--- src/rtl/spawn_collector.sv ---
// spawn_collector: gathers spawn requests from all processors over a req/ack
// handshake, serialises them round-robin into a small first-word-fall-through
// FIFO and presents the FIFO head to the dispatcher on a valid/ready port.
module spawn_collector #(
  parameter int unsigned PROC_CNT = 4,
  parameter int unsigned ADDR_W   = 8,
  parameter int unsigned DEPTH    = 4
) (
  input  logic                         clock,
  input  logic                         reset_n,
  input  logic [PROC_CNT-1:0]          spawn_req,
  input  logic [PROC_CNT*ADDR_W-1:0]   spawn_addr,
  output logic [PROC_CNT-1:0]          spawn_ack,
  output logic [ADDR_W-1:0]            q_data,
  output logic                         q_valid,
  input  logic                         q_ready,
  output logic [$clog2(DEPTH+1)-1:0]   pending,
  output logic                         idle,
  output logic                         overflow_err
);

  localparam int unsigned IdxW = $clog2(PROC_CNT);
  localparam int unsigned PtrW = $clog2(DEPTH);
  localparam int unsigned CntW = $clog2(DEPTH+1);
  localparam logic [CntW-1:0] DepthCnt = CntW'(DEPTH);
  localparam logic [IdxW-1:0] LastIdx  = IdxW'(PROC_CNT - 1);

  typedef enum logic [0:0] {StScan, StAck} state_e;

  state_e                state_q, state_d;
  logic [IdxW-1:0]       rr_ptr_q, rr_ptr_d;
  logic [IdxW-1:0]       grant_q, grant_d;
  // Set for the single SCAN cycle after ACK: the just-acked requester may
  // still show its request for one cycle and must not be granted again.
  logic                  mask_q;
  logic [PROC_CNT-1:0]   spawn_ack_q, spawn_ack_d;
  logic                  overflow_q, overflow_d;

  logic [ADDR_W-1:0]     mem_q [DEPTH];
  logic [PtrW-1:0]       wr_ptr_q, rd_ptr_q;
  logic [CntW-1:0]       count_q;

  logic [ADDR_W-1:0]     addr_arr [PROC_CNT];
  logic [IdxW-1:0]       cand;
  logic [IdxW-1:0]       grant_idx;
  logic                  grant_vld;
  logic                  push;
  logic                  pop;

  // Unpack the flat address bus into one entry per processor.
  for (genvar g = 0; g < PROC_CNT; g++) begin : gen_addr
    assign addr_arr[g] = spawn_addr[g*ADDR_W +: ADDR_W];
  end

  assign q_valid      = (count_q != '0);
  assign pop          = q_valid & q_ready;
  assign q_data       = q_valid ? mem_q[rd_ptr_q] : '0;
  assign pending      = count_q;
  assign spawn_ack    = spawn_ack_q;
  assign overflow_err = overflow_q;
  assign idle         = ~|spawn_req & (count_q == '0) & (state_q == StScan);

  // Round-robin search: first eligible requester at or after rr_ptr, wrapping.
  always_comb begin
    grant_vld = 1'b0;
    grant_idx = '0;
    cand      = '0;
    for (int unsigned k = 0; k < PROC_CNT; k++) begin
      cand = IdxW'((32'(rr_ptr_q) + k) % PROC_CNT);
      if (!grant_vld && spawn_req[cand] && !(mask_q && (cand == grant_q))) begin
        grant_vld = 1'b1;
        grant_idx = cand;
      end
    end
  end

  // Next-state logic: grant and push in SCAN, pulse ack and check req in ACK.
  always_comb begin
    state_d     = state_q;
    rr_ptr_d    = rr_ptr_q;
    grant_d     = grant_q;
    spawn_ack_d = '0;
    overflow_d  = overflow_q;
    push        = 1'b0;
    unique case (state_q)
      StScan: begin
        // A pop on the same edge frees a slot, so a full FIFO can still accept.
        if (grant_vld && ((count_q != DepthCnt) || pop)) begin
          push                   = 1'b1;
          grant_d                = grant_idx;
          rr_ptr_d               = (grant_idx == LastIdx) ? '0 : grant_idx + 1'b1;
          spawn_ack_d[grant_idx] = 1'b1;
          state_d                = StAck;
        end
      end
      StAck: begin
        if (!spawn_req[grant_q]) overflow_d = 1'b1;
        state_d = StScan;
      end
      default: state_d = StScan;
    endcase
  end

  // Control state registers.
  always_ff @(posedge clock or negedge reset_n) begin
    if (!reset_n) begin
      state_q     <= StScan;
      rr_ptr_q    <= '0;
      grant_q     <= '0;
      mask_q      <= 1'b0;
      spawn_ack_q <= '0;
      overflow_q  <= 1'b0;
    end else begin
      state_q     <= state_d;
      rr_ptr_q    <= rr_ptr_d;
      grant_q     <= grant_d;
      mask_q      <= (state_q == StAck);
      spawn_ack_q <= spawn_ack_d;
      overflow_q  <= overflow_d;
    end
  end

  // FIFO pointers and occupancy.
  always_ff @(posedge clock or negedge reset_n) begin
    if (!reset_n) begin
      wr_ptr_q <= '0;
      rd_ptr_q <= '0;
      count_q  <= '0;
    end else begin
      if (push) wr_ptr_q <= wr_ptr_q + 1'b1;
      if (pop)  rd_ptr_q <= rd_ptr_q + 1'b1;
      if (push && !pop)      count_q <= count_q + 1'b1;
      else if (pop && !push) count_q <= count_q - 1'b1;
    end
  end

  // FIFO storage; contents are only visible through q_data while valid.
  always_ff @(posedge clock) begin
    if (push) mem_q[wr_ptr_q] <= addr_arr[grant_idx];
  end

endmodule

--- config.mk ---
export PLATFORM = sky130hd
export DESIGN_NAME = spawn_collector
export DESIGN_NICKNAME = d
export VERILOG_FILES = /design/src/rtl/spawn_collector.sv
export SDC_FILE = /design/constraint.sdc
export NUM_CORES = 1
export LEC_CHECK = 0
export CAP_MARGIN = 20
export CORE_AREA = 5 5 91 93
export CTS_CLUSTER_DIAMETER = 200
export DETAILED_ROUTE_END_ITERATION = 6
export DIE_AREA = 0 0 96 98
export HOLD_SLACK_MARGIN = 0.12
export PLACE_DENSITY = 0.69
export REMOVE_ABC_BUFFERS = 1
export SLEW_MARGIN = 30
export SYNTH_ARGS = -nofsm -noshare
export SYNTH_HDL_FRONTEND = slang
export SYNTH_SLANG_ARGS = --single-unit
--- constraint.sdc ---
create_clock -name clock -period 4.2 [get_ports clock]
set_clock_uncertainty 0.2 [all_clocks]
set_input_delay 1.05 -clock clock [delete_from_list [all_inputs] [get_ports clock]]
set_output_delay 1.05 -clock clock [all_outputs]
set_load 0.1 [all_outputs]
# Word level (Yosys, flattened, before mapping)
# Memory sizes are Yosys's and may differ from the RTL's.
# Index checks and enable logic that the tools add are counted.
# Widths: inputs -> output; s select.
op_classes:
  n_bitwise: 6
  muxes: 34
  shifts: 0
  eq_ne: 6
  n_reduce_logical: 32
  order_cmp: 8
  addsub: 8
  mul: 0
  n_div: 0
ops:
  columns: ["cell", "count"]
  rows:
  - ["$mux 8", 3]
  - ["$lt 2x3->1 const B", 6]
  - ["$bmux 8 s2", 1]
  - ["$logic_and 1x1->1", 15]
  - ["$mux 1", 14]
  - ["$bmux 1 s2", 5]
  - ["$logic_not 1->1", 10]
  - ["$mux 2", 5]
  - ["$add 2x1->2 const B", 4]
  - ["$eq 2x2->1", 4]
  - ["$mux 4", 2]
  - ["$mux 3", 2]
  - ["$add 2x2->2 const B", 2]
  - ["$reduce_and 2->1", 2]
  - ["$reduce_or 4->1", 1]
  - ["$add 3x1->3 const B", 1]
  - ["$and 1x1->1", 3]
  - ["$ge 3x3->1 const B", 1]
  - ["$logic_not 3->1", 1]
  - ["$ne 3x3->1 const B", 1]
  - ["$not 2->3", 1]
  - ["$reduce_bool 3->1", 1]
  - ["$sub 3x1->3 const B", 1]
  - ["$demux 1 s2", 1]
  - ["6 further kinds", 7]
word_totals:
  elab_cells: 104
  rom_bits: 0
  regBits: 18
  latchBits: 0
  out_inout_bits: 18
  mem_bits_rw: 32
  memories: 1
memory_table:
  columns: ["memory", "depth", "width", "read_ports", "rd_ports_with_merged_regs", "wr", "line_no", "text"]
  rows:
  - ["mem_q", 4, 8, 1, 0, 1, "39", "logic [ADDR_W-1:0] mem_q [DEPTH];"]

# Logic depth before layout (Yosys ltp)
logic_depth:
  ltp_word: 24
  mapped_depth: 13
  mapped_depth_nobuf: 10

# Least setup slack after synthesis
# No wires, ideal clock.
synth_timing:
  path_kind: "register -> output"
  start: "register count_q[1] (netlist: pending[1])"
  end: "output port idle"
  path_slack_ns: -1.198
  n_path_buf: 1
  arrival_ns: 4.148
  path_stages_with_launch: 4
  t_required_ns: 2.950
  cell_sequence: "dfrtp_1 > or3_1 > clkbuf_1 > nor3_1"
synth_via:
  elab_chain_len: 3
synth_lines:
  columns: ["element", "line_no", "text"]
  rows:
  - ["start: declaration", "41", "logic [CntW-1:0] count_q;"]
  - ["start signal: assignment", "132", "if (push && !pop) count_q <= count_q + 1'b1;"]
  - ["start signal: assignment", "133", "else if (pop && !push) count_q <= count_q - 1'b1;"]
  - ["$logic_not 3->1", "61", "assign idle = ~|spawn_req & (count_q == '0) & (state_q == StScan);"]
  - ["$and 1x1->1 (2 in a row)", "61", null]
  - ["end: declaration", "18", "output logic idle,"]
# No other way between the ends.

# Worst setup path after layout
layout_timing:
  start: "input port spawn_req[3]"
  end: "output port idle"
layout_via:
  elab_chain_len: 4
layout_lines:
  columns: ["element", "line_no", "text"]
  rows:
  - ["start: declaration", "11", "input logic [PROC_CNT-1:0] spawn_req,"]
  - ["$reduce_or 4->1", "61", null]
  - ["$logic_not 1->1", "61", null]
  - ["$and 1x1->1 (2 in a row)", "61", null]
# No other way between the ends.

==> results by group <==
Critical path
  • Worst path arrival time: 2.61 ns
  • Reg2Reg Depth: 7
  • WS Path Type: input port to output pin
  • Setup crit start kind: input port
  • Crit end category: output pin
  • CP required: 2.95 ns
  • CP Max Fanout: 6

Timing
  • Period minus WS final: about 3.9 ns
  • Tcrit/Tclk final: 91.9%
  • Setup TNS: 0 ns
  • Final setup viols: 0
  • Final Hold Fails: 0
  • Fmax: 0.259 GHz
  • Slew HR: a little over a third
  • Worst Tran Pin Value: 0.971 ns
  • Max Slew Vio Count: 0
  • RSZ-0062 raised after global routing: false

Synthesis
  • Simple-gate share of the synthesized area: a little over an eighth
  • Synth Area in XOR/XNOR: ~2.4%
  • Ys Warns: 0
  • Synth Area in Adders: roughly 4.1%
  • Async SR Flop Fraction: between 30% and 40%
  • Register bit count reported by yosys: 50
  • Combinational family with the most area after synthesis: multiplexers
  • Ys flop type: edfxtp_1
  • Synth Cell Area: between 3000 and 4000 um2
  • Multiplexer share of the synthesized area: a little over a fifth
  • Syn avg cell area: around 12 um2
  • Compound-Gate Fraction of Synth Area: between 10% and 20%
  • Seq/Total Area, Yosys: around 44%
  • Mapped Cells: 266
  • Count of cell types in the netlist: 46
  • Post-synth EDFFs: 32

Placement
  • Detailed placement HPWL: 5090 um
  • Placed insts: a little over 400
  • PortBufs: between 50 and 60
  • Global placement routability congestion: just over 0.8

Min path
  • Hold WC Path Type: flop to flop
  • Hold Crit Depth: 0

Layout
  • Finished Layout Cells: 420
  • Ratio of cells with drive above 1 in the final layout: about a fifth
  • Inserted Diodes: 0
  • Fillcell total: 653
  • Synthesis-to-finish area growth: 23.0%
  • Layout Nets: about 370

CTS
  • Clock Root Buffer: clkbuf_8
  • CTS H-tree depth: 2
  • CTS tree: yes
  • Post_cts resized: 0
  • Clock Tree Buf Depth: 2
  • Total setup buffers inserted after CTS: 0
  • Clock sink count: 50
  • Clock Latency Late Sink: 0.31 ns
  • Clock slew at reported path FFs: about 0.090 ns
  • Cts bufs inserted: 5
  • Post-CTS Hold Buffers: 0

GRT
  • Vias in the first global route: ~2300
  • Grt ovf: 0
  • All-Layer GR Usage: between 15 and 20%
  • Initial antenna violation count: 0
  • Largest net degree at the start of global routing: 19
  • First-pass GRT wire length: roughly 12000 um

Detailed routing
  • ANT nets after route: 0
  • Vias/cell: approximately 5.5
  • Routed WL: about 7000 um
  • Drt pass-1 iters: 5
  • Drt drc: 0
  • Via count: approximately 2300
  • Detailed Route Iter0 Violations: between 100 and 150
  • WL/cell: 16.6 um

Flow run
  • Max Cap Violations: 0

Die
  • Die Ht: slightly below 100 um
  • Row count: 32
  • Area of the core: approximately 7400 um2
  • Initial Util: 43.5%
  • Die W: around 96 um
  • Die area: roughly 9400 um2
  • Boundary pin count: 57

Outcome
  • Status: finished, final reports clean
[routing by layer]
layer	GRT usage, %	vias to the layer above	share of wire (%)
li1	-	1111	-
met1	21.2	1130	45
met2	24.8	60	49
met3	2.54	9	4.1
met4	5.69	0	1.8
met5	0	-	0
[logic make-up after synthesis]
family,Yosys count
buffers and inverters,26
xor gates and xnor gates,9
adders and majority gates,10
muxes,41
DFF,50
and+or+nand+nor,82
AOI/OAI and AO/OA,48
[worst paths after layout]
kind                              start           end  slack, ns
min                             state_q        mask_q       0.23
max                        spawn_req[3]          idle       0.34
max in group asynchronous       reset_n   rd_ptr_q[1]       3.04
max reg2reg                 rr_ptr_q[0]   mem_q[3][7]       0.77
min reg2reg                     state_q        mask_q       0.23
min in group asynchronous       reset_n  spawn_ack[0]       0.46
[cell usage in the layout (no fill, tap or decap), types with 2 or more instances in the layout]
cell type        synthesis  final
and2_1                  20     20
and3b_1                  2      2
buf_12                   0      2
buf_4                    1     15
clkbuf_8                 0      5
clkdlybuf4s50_1          0     45
dfrtp_1                 18     18
edfxtp_1                32     32
ha_1                     9      9
inv_1                    7      7
mux2_2                  17     17
mux2i_1                  3      3
mux4_1                   2      2
mux4_2                  17     17
nand2_1                 39     39
nand3_1                  4      4
nand3b_1                 3      3
nor2_1                   3      3
nor2b_1                  2      2
o211ai_1                33     33
o21ai_0                  3      3
or4_1                    2      2
xnor2_1                  7      7
xor2_1                   2      2
[through the flow]
step           hold WS (ns)  setup WS (ns)  utilization [%]  cell area [um2]
2_1_floorplan         0.167          -1.04                -             3140
3_3_place_gp          0.203          0.269             52.1             3880
3_5_place_dp          0.197          0.194             52.1             3880
4_1_cts               0.219          0.345             53.6             3990
5_1_grt               0.237          0.273             53.5             3990
6_report              0.229          0.341             53.5             3990
[cell type report]
cell class                      instances  area (um2)  share of cell area [%]
Clock buffer                            5        68.8                    1.73
Tap cell                              102         128                    3.20
Clock inverter                          3        43.8                    1.10
Multi-Input combinational cell        190        1700                    42.6
Timing Repair Buffer                   63         608                    15.3
Inverter                                7        26.3                   0.659
Sequential cell                        50        1410                    35.4
[synthesized netlist by cell type, types with 3 or more instances]
| master | n | area (um2) |
|---|---|---|
| nand2_1 | 39 | 146 |
| o211ai_1 | 33 | 248 |
| edfxtp_1 | 32 | 961 |
| and2_1 | 20 | 125 |
| dfrtp_1 | 18 | 450 |
| mux2_2 | 17 | 191 |
| mux4_2 | 17 | 383 |
| clkbuf_1 | 10 | 37.5 |
| ha_1 | 9 | 113 |
| inv_1 | 7 | 26.3 |
| xnor2_1 | 7 | 61.3 |
| buf_2 | 5 | 25.0 |
| nand3_1 | 4 | 20.0 |
| buf_6 | 3 | 33.8 |
| mux2i_1 | 3 | 30.0 |
| nand3b_1 | 3 | 22.5 |
| nor2_1 | 3 | 11.3 |
| o21ai_0 | 3 | 15.0 |
[state kept, by name, summed over array words and instances, names as in the netlist]
name and flops:
rd_ptr_q 2, spawn_ack 4, pending 3, mask_q 1
overflow_err 1, grant_q 2, mem_q 32, wr_ptr_q 2
state_q 1, rr_ptr_q 2
[worst max-delay path, stage by stage]
cell and delay (ns):
clkdlybuf4s50_1 0.51, or4_1 0.54, nor3_1 0.28, buf_12 0.22
Power is not shown: default switching activity piles up to over one toggle a cycle in this logic, so the estimate is an artifact.
